===== config.mk =====
export PLATFORM = sky130hd
export DESIGN_NAME = board_write_sched_flat
export DESIGN_NICKNAME = d
export VERILOG_FILES = /design/src/rtl/board_write_sched_if.sv /design/src/rtl/board_write_sched.sv /design/src/flat_wrapper.sv
export SDC_FILE = /design/constraint.sdc
export NUM_CORES = 1
export LEC_CHECK = 0
export CAP_MARGIN = 20
export CORE_MARGIN = 2
export CORE_UTILIZATION = 35
export DETAILED_ROUTE_END_ITERATION = 10
export DONT_BUFFER_PORTS = 1
export SLEW_MARGIN = 15
export SYNTH_ARGS = -nofsm -noshare
export SYNTH_HDL_FRONTEND = slang
export SYNTH_SLANG_ARGS = --single-unit

===== constraint.sdc =====
create_clock -name clk -period 8.65 [get_ports clk]
set_clock_uncertainty 0.2 [all_clocks]
set_input_delay 0.865 -clock clk [delete_from_list [all_inputs] [get_ports clk]]
set_output_delay 0.865 -clock clk [all_outputs]
set_load 0.1 [all_outputs]

===== src/rtl/board_write_sched_if.sv =====
// Request handshake from the command decoder and the RAM write port of the
// board write scheduler, bundled into one interface.
interface board_write_sched_if #(
    parameter int unsigned AW = 10,
    parameter int unsigned DW = 8
);
    logic          req_we;
    logic [AW-1:0] req_addr;
    logic [DW-1:0] req_data;
    logic          req_ready;
    logic          we;
    logic [AW-1:0] waddr;
    logic [DW-1:0] wdata;

    modport master (
        output req_we, req_addr, req_data,
        input  req_ready, we, waddr, wdata
    );

    modport slave (
        input  req_we, req_addr, req_data,
        output req_ready, we, waddr, wdata
    );
endinterface


===== src/rtl/board_write_sched.sv =====
// Buffers board-cell write requests and commits them to the board RAM only
// during VGA blanking; also runs a full-board clear sequence.
module board_write_sched #(
    parameter int unsigned   AW        = 10,
    parameter int unsigned   DW        = 8,
    parameter int unsigned   DEPTH     = 8,
    parameter int unsigned   CELLS     = 600,
    parameter logic [DW-1:0] CLEAR_VAL = '0
) (
    input  logic               clk,
    input  logic               resetB,
    board_write_sched_if.slave bus,
    input  logic               clear_req,
    input  logic               blank,
    output logic               busy,
    output logic               clear_done,
    output logic               overflow
);
    localparam int unsigned   PW       = (DEPTH > 1) ? $clog2(DEPTH) : 1;
    localparam int unsigned   CW       = PW + 1;
    localparam int unsigned   EW       = AW + DW;
    localparam logic [AW-1:0] LAST     = AW'(CELLS - 1);
    localparam logic [CW-1:0] FULL_CNT = CW'(DEPTH);

    typedef enum logic [1:0] {
        IDLE,
        DRAIN,
        CLEAR
    } state_e;

    state_e        state_q, state_d;
    logic [EW-1:0] mem_q [DEPTH];
    logic [PW-1:0] wr_ptr_q, wr_ptr_d;
    logic [PW-1:0] rd_ptr_q, rd_ptr_d;
    logic [CW-1:0] count_q, count_d;
    logic [AW-1:0] cnt_q, cnt_d;
    logic [AW-1:0] waddr_q, waddr_d;
    logic [DW-1:0] wdata_q, wdata_d;
    logic          we_q, we_d;
    logic          clear_done_q, clear_done_d;
    logic          overflow_q, overflow_d;

    logic          full, empty, req_ready, push, pop, start_clear;
    logic [EW-1:0] head;

    assign full      = (count_q == FULL_CNT);
    assign empty     = (count_q == '0);
    assign req_ready = ~full & (state_q != CLEAR);
    assign push      = bus.req_we & req_ready;
    assign head      = mem_q[rd_ptr_q];

    always_comb begin
        state_d      = state_q;
        wr_ptr_d     = wr_ptr_q;
        rd_ptr_d     = rd_ptr_q;
        count_d      = count_q;
        cnt_d        = cnt_q;
        waddr_d      = waddr_q;
        wdata_d      = wdata_q;
        we_d         = 1'b0;
        clear_done_d = 1'b0;
        overflow_d   = overflow_q;
        pop          = 1'b0;
        start_clear  = 1'b0;

        if (bus.req_we && !req_ready) overflow_d = 1'b1;

        case (state_q)
            IDLE: begin
                // Leave for DRAIN on the push itself so the first pop can
                // happen the very next cycle.
                if (clear_req) start_clear = 1'b1;
                else if (!empty || push) state_d = DRAIN;
            end
            DRAIN: begin
                if (clear_req) begin
                    start_clear = 1'b1;
                end else if (blank && !empty) begin
                    pop     = 1'b1;
                    we_d    = 1'b1;
                    waddr_d = head[EW-1:DW];
                    wdata_d = head[DW-1:0];
                end
            end
            CLEAR: begin
                if (blank) begin
                    we_d    = 1'b1;
                    waddr_d = cnt_q;
                    wdata_d = CLEAR_VAL;
                    if (cnt_q == LAST) begin
                        clear_done_d = 1'b1;
                        state_d      = IDLE;
                    end else begin
                        cnt_d = cnt_q + AW'(1);
                    end
                end
            end
            default: state_d = IDLE;
        endcase

        if (push) wr_ptr_d = wr_ptr_q + PW'(1);
        if (pop)  rd_ptr_d = rd_ptr_q + PW'(1);
        case ({push, pop})
            2'b10:   count_d = count_q + CW'(1);
            2'b01:   count_d = count_q - CW'(1);
            default: count_d = count_q;
        endcase

        if (state_q == DRAIN && count_d == '0) state_d = IDLE;

        // Queued writes are stale once a clear starts; a same-cycle push is discarded too.
        if (start_clear) begin
            state_d    = CLEAR;
            wr_ptr_d   = '0;
            rd_ptr_d   = '0;
            count_d    = '0;
            cnt_d      = '0;
            overflow_d = 1'b0;
        end
    end

    always_ff @(posedge clk or negedge resetB) begin
        if (!resetB) begin
            state_q      <= IDLE;
            wr_ptr_q     <= '0;
            rd_ptr_q     <= '0;
            count_q      <= '0;
            cnt_q        <= '0;
            waddr_q      <= '0;
            wdata_q      <= '0;
            we_q         <= 1'b0;
            clear_done_q <= 1'b0;
            overflow_q   <= 1'b0;
        end else begin
            state_q      <= state_d;
            wr_ptr_q     <= wr_ptr_d;
            rd_ptr_q     <= rd_ptr_d;
            count_q      <= count_d;
            cnt_q        <= cnt_d;
            waddr_q      <= waddr_d;
            wdata_q      <= wdata_d;
            we_q         <= we_d;
            clear_done_q <= clear_done_d;
            overflow_q   <= overflow_d;
        end
    end

    always_ff @(posedge clk) begin
        if (push) mem_q[wr_ptr_q] <= {bus.req_addr, bus.req_data};
    end

    assign bus.req_ready = req_ready;
    assign bus.we        = we_q;
    assign bus.waddr     = waddr_q;
    assign bus.wdata     = wdata_q;
    assign busy          = (state_q != IDLE) | ~empty;
    assign clear_done    = clear_done_q;
    assign overflow      = overflow_q;
endmodule


===== src/flat_wrapper.sv =====
// flat-port wrapper written by rule: the top's interface ports become plain ports
module board_write_sched_flat 
#(
    parameter int unsigned   AW        = 10,
    parameter int unsigned   DW        = 8,
    parameter int unsigned   DEPTH     = 8,
    parameter int unsigned   CELLS     = 600,
    parameter logic [DW-1:0] CLEAR_VAL = '0
)
  (clk, resetB, clear_req, blank, busy, clear_done, overflow, bus_req_we, bus_req_addr, bus_req_data, bus_req_ready, bus_we, bus_waddr, bus_wdata);
  board_write_sched_if #(.AW(AW), .DW(DW)) bus_i ();
  input  logic clk;
  input  logic resetB;
  input  logic clear_req;
  input  logic blank;
  output logic busy;
  output logic clear_done;
  output logic overflow;
  input wire logic [$bits(bus_i.req_we)-1:0] bus_req_we;
  input wire logic [$bits(bus_i.req_addr)-1:0] bus_req_addr;
  input wire logic [$bits(bus_i.req_data)-1:0] bus_req_data;
  output wire logic [$bits(bus_i.req_ready)-1:0] bus_req_ready;
  output wire logic [$bits(bus_i.we)-1:0] bus_we;
  output wire logic [$bits(bus_i.waddr)-1:0] bus_waddr;
  output wire logic [$bits(bus_i.wdata)-1:0] bus_wdata;
  assign bus_i.req_we = bus_req_we;
  assign bus_i.req_addr = bus_req_addr;
  assign bus_i.req_data = bus_req_data;
  assign bus_req_ready = bus_i.req_ready;
  assign bus_we = bus_i.we;
  assign bus_waddr = bus_i.waddr;
  assign bus_wdata = bus_i.wdata;
  board_write_sched #(.AW(AW), .DW(DW), .DEPTH(DEPTH), .CELLS(CELLS), .CLEAR_VAL(CLEAR_VAL)) u_core (.clk(clk), .resetB(resetB), .bus(bus_i), .clear_req(clear_req), .blank(blank), .busy(busy), .clear_done(clear_done), .overflow(overflow));
endmodule

### Word-level counts from Yosys, hierarchy flattened

Memory sizes are Yosys's and may differ from the RTL's.
Index checks and enable logic that the tools add are counted.

* add/sub/neg operators: 5
* equal/unequal tests: 16
* bitwise operators: 5
* muxes and demuxes: 39
* reductions and logical operators: 20

Operator list (number)
* $mux W10: 7
* $mux W8: 3
* $pmux W10 S2: 1
* $pmux W8 S2: 1
* $reduce_bool A2 Y1: 7
* $mux W1: 13
* $mux W2: 6
* $mux W3: 4
* $add A10 B1 Y10 const B: 1
* $eq A10 B10 Y1 const B: 1
* $logic_not A4 Y1: 2
* $ne A4 B1 Y1 const B: 2
* $ne A4 B2 Y1 const B: 2
* $pmux W4 S2: 1
* $add A3 B1 Y3 const B: 2
* $ne A2 B2 Y1 const B: 3
* $pmux W2 S3: 1
* $reduce_and A5 Y1: 1
* $add A4 B1 Y4 const B: 1
* $eq A2 B1 Y1 const B: 2
* $eq A2 B2 Y1 const B: 2
* $eq A4 B4 Y1 const B: 1
* $mux W4: 1
* $ne A2 B1 Y1 const B: 2
* other kinds (13): 18

* memories kept: 1
* memory bits (writable): 144
* output and inout bits: 23
* flip-flop bits (word level): 43

Memories
* u_core.mem_q: depth 8, width 18, rd ports 1, clocked after memory_dff 0, wr ports 1, RTL line board_write_sched.sv:32 `logic [EW-1:0] mem_q [DEPTH];`

### Depth between registers and ports, before layout

Gate-level depths: netlist (run 1).

* depth after elaboration: 12
* depth in mapped cells: 14
* gate-level depth less buffers: 13

### Worst setup path before layout (run 1)

Ideal clock, no wire load.

* path type: register to output
* from: reg u_core.state_q[0]
* to: out bus_req_ready
* cell stages (with the launch flop): 5
* buffers on the path: 1
* data arrival time: 2.272 ns
* path slack: 5.313 ns
* cells stage by stage: dfrtp_1 > inv_1 > ha_1 > buf_2 > a21oi_1

* word-level cells in the longest chain between the ends: 2

Ends and longest elaborated chain
* start: declaration: RTL line board_write_sched.sv:31 `state_e state_q, state_d;`
* start signal: assignment: RTL line board_write_sched.sv:135 `state_q <= state_d;`
* $ne A2 B2 Y1: RTL line board_write_sched.sv:48 `assign req_ready = ~full & (state_q != CLEAR);`
* $and A1 B1 Y1: RTL line board_write_sched.sv:48
* end: declaration: RTL line flat_wrapper.sv:22 `output wire logic [$bits(bus_i.req_ready)-1:0] bus_req_ready;`

No other way between the ends.

### Worst setup path after layout (run 1)

* from: reg u_core.state_q[0]
* to: reg u_core.state_q[0]

* word-level cells in the longest chain between the ends: 9
* elaborated cells on any way between the ends: 24
* classes of those cells: eq/ne (10); mux (6); bitwise (2); reduce/logical (6)

Ends and longest elaborated chain
* $ne A2 B2 Y1: RTL line board_write_sched.sv:48
* $and A1 B1 Y1: RTL line board_write_sched.sv:48
* $and A1 B1 Y1: RTL line board_write_sched.sv:49 `assign push = bus.req_we & req_ready;`
* $eq A2 B1 Y1 or $eq A2 B2 Y1 (tied branches): RTL line board_write_sched.sv:103 `case ({push, pop})`
* $pmux W4 S2: RTL line board_write_sched.sv:103
* $logic_not A4 Y1: RTL line board_write_sched.sv:109 `if (state_q == DRAIN && count_d == '0) state_d = IDLE;`
* $logic_and A1 B1 Y1: RTL line board_write_sched.sv:109
* $ne A4 B1 Y1 (no line), or another cell as far along
* $reduce_and A5 Y1 (no line) or $mux W2 (tied branches)

Several ways; a longest one is shown, not always the timed one.
A chain may end at the register's enable or synchronous reset.

==> run summary, run 1 <==
Status: finished clean
Seq/Total Area, Yosys: 0.7084
Worst slew margin: 0.3643
Worst setup path category: reg -> reg
Share of post-route cells with drive strength above 1: 0.2251
Yosys warnings: 0
Hold Path Class: in -> async
Pwr/cell area: 313.8 nW/um^2
Synth Register Bits: 187
Crit path max-delay family: adder cells
Die H: 151.6 um
Clk sinks: 187
Drt first pass iters: 4
Most frequent CP cell: ha_1
Synth async-reset ratio: 0.2299
Average cell area after synthesis: 17.49 um^2
TritonCTS Buffers: 17
GRT overflow: 0
Initial DRC Count: 207
Crit-path max cell delay: 0.79 ns
Worst hold margin: 0.07048 ns
DRC Markers: 0
Worst Reg-to-Reg Cells: 13
Mapped Cells: 436
Post-synth EDFFs: 144
Netlist Area Pre-Place: 7624 um^2
Largest net degree at the start of global routing: 44
Worst Path Arrival: 4.05 ns
Worst Tran Pin Value: 0.9536 ns
Register share of total power: 0.520
Sw Ratio: 0.3715
Vias in the first global route: 3972
Num rows: 53
Combinational Power Share: 0.195
Worst r2r dst: u_core.state_q[0]$_DFFE_PN0P_
Core area: 21220 um^2
Peak supply drop: 128.5 uV
Fin nets: 482
# IOs: 46
Clock power frac: 0.285
Final setup vio count: 0
DP HPWL: 8933 um
CP max FO: 27
Diodes inserted: 0
RSZ-0062 raised after global routing: false
Avg Vias per Cell: 5.130
Net count after synthesis: 469
Hold Vio Cnt, Final: 0
H-tree Lvls: 4
Root Driver: clkbuf_16
Area grow syn2layout: 12.82%
Clock latency on the worst-skew pair: 0.43 ns
CTS tree: built
First-pass GRT wire length: 23160 um
Die area: 22980 um^2
Initial antenna violation count: 0
Crit path required time: 8.76 ns
CP endpoint kind: flop
Final period utilization: 0.4555
Maximum clock path buffer count: 2
Total power: 0.002699 W
Max Fclk: 253.8 MHz
Netlist cell types: 49
CP Buf/Inv Count: 2
Total negative slack: 0 ns
GP Congestion: 0.7194
Most used DFF post-synth: edfxtp_1
Initial Utilization: 0.3593
# resized after CTS: 0
Maxcap violations: 0
Crit start category: flop
Detail Route Antenna Nets: 0
Clock transition at path regs: 0.07 ns
Internal power: 0.001696 W
Sequence of cells on the critical path: inv_1 -> ha_1 -> a211oi_2 -> inv_2 -> ha_1 -> xor2_1 -> ha_1 -> a21oi_1 -> mux2i_1 -> xor2_1 -> nor4b_4 -> nor4_1 -> a211o_1
DR vias: 3781
Reg-to-reg startpoint: u_core.state_q[0]$_DFFE_PN0P_
Max Slew Vio Count: 0
Leakage power: 2.986 nW
Die Span X: 151.6 um
Tmin final: 3.940 ns
Worst R2R Setup Slack: 4.71 ns
Avg WL per Cell: 20.25 um
Port bufs: 0
GRT Util Overall: 0.1400
CP max-delay cell: ha_1
Post-Route WL: 14920 um
Psw: 0.001003 W
-- routing by layer --
metal  vias to the layer above  wire length, um  GRT usage  share of wire
met3                        21              749    0.04850          0.050
met2                        78             7392     0.2262           0.50
met1                      1968             6564     0.1775           0.44
met5                         -                0          0              0
met4                         0              215    0.04583          0.014
li1                       1714                -          -              -
-- sequential cells by signal, summed over array words and instances, names as in the netlist, 2 cells and up --
signal and cells:
u_core.bus.waddr 10, u_core.bus.wdata 8, u_core.rd_ptr_q 3, u_core.wr_ptr_q 3
u_core.mem_q 144, u_core.cnt_q 10, u_core.state_q 2, u_core.count_q 4
-- placed cells by master (no fill, tap or decap), types with 4 or more instances in the layout --
| master | n |
|---|---|
| xor2_1 | 13 |
| mux2_2 | 9 |
| a21oi_1 | 16 |
| inv_8 | 4 |
| mux4_2 | 36 |
| buf_4 | 12 |
| edfxtp_1 | 144 |
| a22o_1 | 8 |
| nand2_1 | 20 |
| o21ai_1 | 10 |
| nand3_1 | 8 |
| dfrtp_1 | 42 |
| nor2_1 | 38 |
| mux2i_1 | 14 |
| ha_1 | 10 |
| inv_1 | 5 |
| clkbuf_16 | 18 |
-- cells in the mapped netlist, types with 9 or more instances --
cell type  instances  area share
nand2_1           20      0.0098
a21oi_1           17       0.011
nor2_1            38       0.019
mux4_2            36        0.11
edfxtp_1         144        0.57
mux2i_1           14       0.018
o21ai_1           10      0.0066
mux2_2             9       0.013
ha_1              10       0.016
xor2_1            13       0.015
dfrtp_1           43        0.14
-- metrics by stage --
stage | worst slack [ns] | util | instances | area [um^2]
2_1_floorplan | 5.313 | - | 436 | 7624
3_5_place_dp | 4.772 | 0.3758 | 704 | 7974
5_1_grt | 4.436 | 0.4053 | 737 | 8601
6_report | 4.710 | 0.4053 | 737 | 8601
4_1_cts | 4.731 | 0.4053 | 737 | 8601
3_3_place_gp | 4.988 | 0.3758 | 704 | 7974
-- timing repair --
| item | CTS | global route |
|---|---|---|
| buffers inserted | 0 | 0 |
| hold endpoints to repair | 43 | 0 |
| hold buffers | 1 | 0 |
-- layout make-up --
cell class                      count  area [um^2]
Timing Repair Buffer               13        117.6
Clock buffer                       18        450.4
Clock inverter                     14        148.9
Inverter                            7        26.28
Fill cell                        1880        12620
Multi-Input combinational cell    223         2112
Sequential cell                   187         5401
Tap cell                          275        344.1
-- power groups by stage --
stage	clock network [W]	logic [W]	registers (W)
floorplan	0	0.000429	0.00139
global placement	0	0.000514	0.00142
detailed placement	0	0.000526	0.00143
CTS	0.000788	0.000534	0.00141
global route	0.000828	0.000578	0.00142
finish	0.000768	0.000527	0.00140
-- how the worst max path moves through the flow --
stage	startpoint	end	slack, ns	cells past startpoint
2_1_floorplan	u_core.state_q[0]$_DFFE_PN0P_	bus_req_ready	5.31	4
3_3_place_gp	u_core.state_q[0]$_DFFE_PN0P_	u_core.state_q[0]$_DFFE_PN0P_	4.99	13
3_5_place_dp	u_core.state_q[0]$_DFFE_PN0P_	u_core.state_q[0]$_DFFE_PN0P_	4.77	13
4_1_cts	u_core.state_q[0]$_DFFE_PN0P_	u_core.state_q[0]$_DFFE_PN0P_	4.73	13
5_1_grt	u_core.state_q[0]$_DFFE_PN0P_	u_core.state_q[0]$_DFFE_PN0P_	4.44	13
6_report	u_core.state_q[0]$_DFFE_PN0P_	u_core.state_q[0]$_DFFE_PN0P_	4.71	13
-- kinds of logic after synthesis --
logic type | count (synthesis) | synth area share
XOR/XNOR | 16 | 0.01838
multiplexers | 59 | 0.1380
buffers and inverters | 26 | 0.01641
AO/OA/AOI/OAI | 49 | 0.04349
AND/OR/NAND/NOR | 89 | 0.05892
flip-flops | 187 | 0.7084
adder cells (fa/ha/maj) | 10 | 0.01641
No activity file was read; power rests on OpenSTA's default activity.
==> inputs of run 2 (changes only) <==
==> constraint.sdc (replaced) <==
create_clock -name clk -period 3.7 [get_ports clk]
set_clock_uncertainty 0.2 [all_clocks]
set_input_delay 0.37 -clock clk [delete_from_list [all_inputs] [get_ports clk]]
set_output_delay 0.37 -clock clk [all_outputs]
set_load 0.1 [all_outputs]
==> run 2 against run 1 <==
Global-route usage shrank 0.11 points. Non-clock buffer count increased by 24. Worst setup slack worse by 4.5 ns. Power is 140% higher. Utilization rose by 1.2 points. Via count rose by 1.4%. Sequential cell count is the same. Final cell count increased by 3.3%. Cell area increased by 3.0%. Routed wire length fell by 0.11%. Critical endpoint unchanged. Largest power group unchanged.
==> run summary, run 2 (same netlist as run 1, synthesis figures left out) <==
Status: finished clean
CP max FO: 7 (-74%)
CP max-delay cell: dfrtp_1
CP endpoint kind: flop
Avg Vias per Cell: 5.038 (-1.8%)
Top Layer Used: met4
Crit start category: flop
Share of post-route cells with drive strength above 1: 0.2202 (-0.004944)
Max Fclk: 289.3 MHz (+14%)
Die H: 151.6 um (unchanged)
Most common cell after layout, fill and taps aside: edfxtp_1
Sequence of cells on the critical path: nor4_4 -> nor2_1 -> nand3_1 -> inv_1 -> ha_1 -> xor2_1 -> ha_1 -> a21oi_1 -> mux2i_1 -> xor2_1 -> nor4b_4 -> nor4_1 -> a211o_1
H-tree Lvls: 4 (unchanged)
GP Congestion: 0.7558 (+5.1%)
Worst R2R Setup Slack: 0.24 ns (-4.47 ns)
Hold Path Class: in -> reg
Num rows: 53 (unchanged)
Peak supply drop: 256.7 uV (+100%)
DRC Markers: 0 (unchanged)
Clock latency on the worst-skew pair: 0.43 ns (about the same)
Worst Path Arrival: 3.57 ns (-0.48 ns)
First-pass GRT wire length: 23130 um (-0.15%)
Hold Vio Cnt, Final: 0 (unchanged)
TritonCTS Buffers: 17 (unchanged)
DR vias: 3834 (+1.4%)
Tmin final: 3.456 ns (-0.4835 ns)
Worst setup path category: reg -> reg
Initial antenna violation count: 0 (unchanged)
Area grow syn2layout: 16.17%
Largest net degree at the start of global routing: 44 (unchanged)
Detail Route Antenna Nets: 0 (unchanged)
Final setup vio count: 0 (unchanged)
Initial Utilization: 0.3593 (unchanged)
Die area: 22980 um^2 (unchanged)
Post-Route WL: 14910 um (-0.11%)
RSZ-0062 raised after global routing: false
DP HPWL: 9178 um (+2.7%)
Root Driver: clkbuf_16
Crit path required time: 3.81 ns (-4.95 ns)
Avg WL per Cell: 19.59 um (-3.3%)
Most frequent cells in the layout: edfxtp_1, dfrtp_1, nor2_1
Worst Tran Pin Value: 0.9601 ns (+0.006524 ns)
Initial DRC Count: 193 (-6.8%)
Fin nets: 506 (+5.0%)
Final period utilization: 0.9342 (+0.4787)
Pwr/cell area: 728.7 nW/um^2 (+130%)
Maxcap violations: 0 (unchanged)
Max Slew Vio Count: 0 (unchanged)
Diodes inserted: 0 (unchanged)
Worst hold margin: 0.05106 ns (-0.01942 ns)
Leakage power: 3.092 nW (+3.6%)
GRT Util Overall: 0.1389 (-0.001085)
Worst slew margin: 0.3599 (-0.004349)
Total negative slack: 0 ns (unchanged)
Maximum clock path buffer count: 2 (unchanged)
Post-CTS setup repair buffer count: 0 (unchanged)
Met3 Wirelength: 534 um (-29%)
Vias in the first global route: 4083 (+2.8%)
Biggest register: u_core.mem_q
Die Span X: 151.6 um (unchanged)
Crit-path max cell delay: 0.48 ns (-0.31 ns)
CTS tree: built
GRT overflow: 0 (unchanged)
Drt first pass iters: 4 (unchanged)
# IOs: 46 (unchanged)
WL met1: 6497 um (-1.0%)
Core area: 21220 um^2 (unchanged)
Clock transition at path regs: 0.07 ns (about the same)
Port bufs: 0 (unchanged)
Max FFs per register: 144 (unchanged)
Clk sinks: 187 (unchanged)
Met2 Routed Length: 7646 um (+3.4%)
==> run 2: changes by cell type in the layout (fill, tap and decap cells not counted), moves of 2 or more <==
cell / delta
bufinv_16: +3
buf_4: +4
clkinv_8: -3
clkinvlp_4: +2
dlygate4sd3_1: +20
inv_8: -4
==> run 2: layer usage <==
metal / GRT usage / vias to the layer above
met1: 0.1730 / 1993
met5: 0 / -
met3: 0.03054 / 17
met2: 0.2376 / 66
li1: - / 1758
met4: 0.05324 / 0
==> run 2: power breakdown <==
group | total (W) | switching (W) | leakage, nW | internal [W]
Combinational | 0.00131 | 0.000780 | 0.926 | 0.000526
Sequential | 0.00328 | 0.000744 | 1.88 | 0.00254
Clock | 0.00187 | 0.000781 | 0.286 | 0.00109
==> run 2: final cells by class <==
cell class                 count  area (um^2)
clock buffer                  19        442.9
clock inverter                13        165.2
fill                        1906        12360
inverter                       7        26.28
multi-input combinational    223         2128
sequential                   187         5401
tap                          275        344.1
timing repair buffer          37        347.8
==> run 2: path summary, 6_finish.rpt <==
check,to,from,cells after the start
max,u_core.state_q[0]$_DFFE_PN0P_,u_core.count_q[1]$_DFF_PN0_,13
min,u_core.count_q[3]$_DFF_PN0_,clear_req,2
max reg2reg,u_core.state_q[0]$_DFFE_PN0P_,u_core.count_q[1]$_DFF_PN0_,13
min reg2reg,u_core.state_q[0]$_DFFE_PN0P_,u_core.state_q[0]$_DFFE_PN0P_,1
max in group asynchronous,u_core.rd_ptr_q[0]$_DFFE_PN0P_,resetB,2
min in group asynchronous,u_core.bus.waddr[3]$_DFFE_PN0P_,resetB,2
==> run 2: repair_timing <==
item / 4_1_cts / 5_1_grt
endpoints found under the setup margin: 0 / 1
hold buffers: 21 / 0
hold endpoints to repair: 188 / 0
gates resized for setup: 0 / 2
==> run 2: per-stage QoR <==
step / setup slack [ns] / cells / util / power, W / area, um^2
3_3_place_gp: 0.3785 / 708 / 0.3772 / 0.004527 / 8004
4_1_cts: 0.2001 / 761 / 0.4166 / 0.006497 / 8840
5_1_grt: 0.02441 / 761 / 0.4173 / 0.006749 / 8856
2_1_floorplan: 0.5489 / 436 / - / 0.004247 / 7624
3_5_place_dp: 0.2492 / 708 / 0.3772 / 0.004581 / 8004
6_report: 0.2436 / 761 / 0.4173 / 0.006453 / 8856
==> run 2: worst max-delay path: cells and delay by family (launching register included) <==
kind / cells / cell delay [ns]
compound gates: 2 / 0.46
xor+xnor: 2 / 0.41
fa+ha+maj: 2 / 0.47
buf+inv: 1 / 0.11
flops: 1 / 0.48
mux: 1 / 0.25
simple gates: 5 / 0.95
==> inputs of run 3 (changes only) <==
--- a/config.mk
+++ b/config.mk
@@ -10,6 +10,7 @@
 export CORE_UTILIZATION = 35
 export DETAILED_ROUTE_END_ITERATION = 10
 export DONT_BUFFER_PORTS = 1
+export HOLD_SLACK_MARGIN = 0.02
 export SLEW_MARGIN = 15
 export SYNTH_ARGS = -nofsm -noshare
 export SYNTH_HDL_FRONTEND = slang
==> results of run 3 <==
Same layout as run 2: the final DEF is identical, and so are final timing and power.
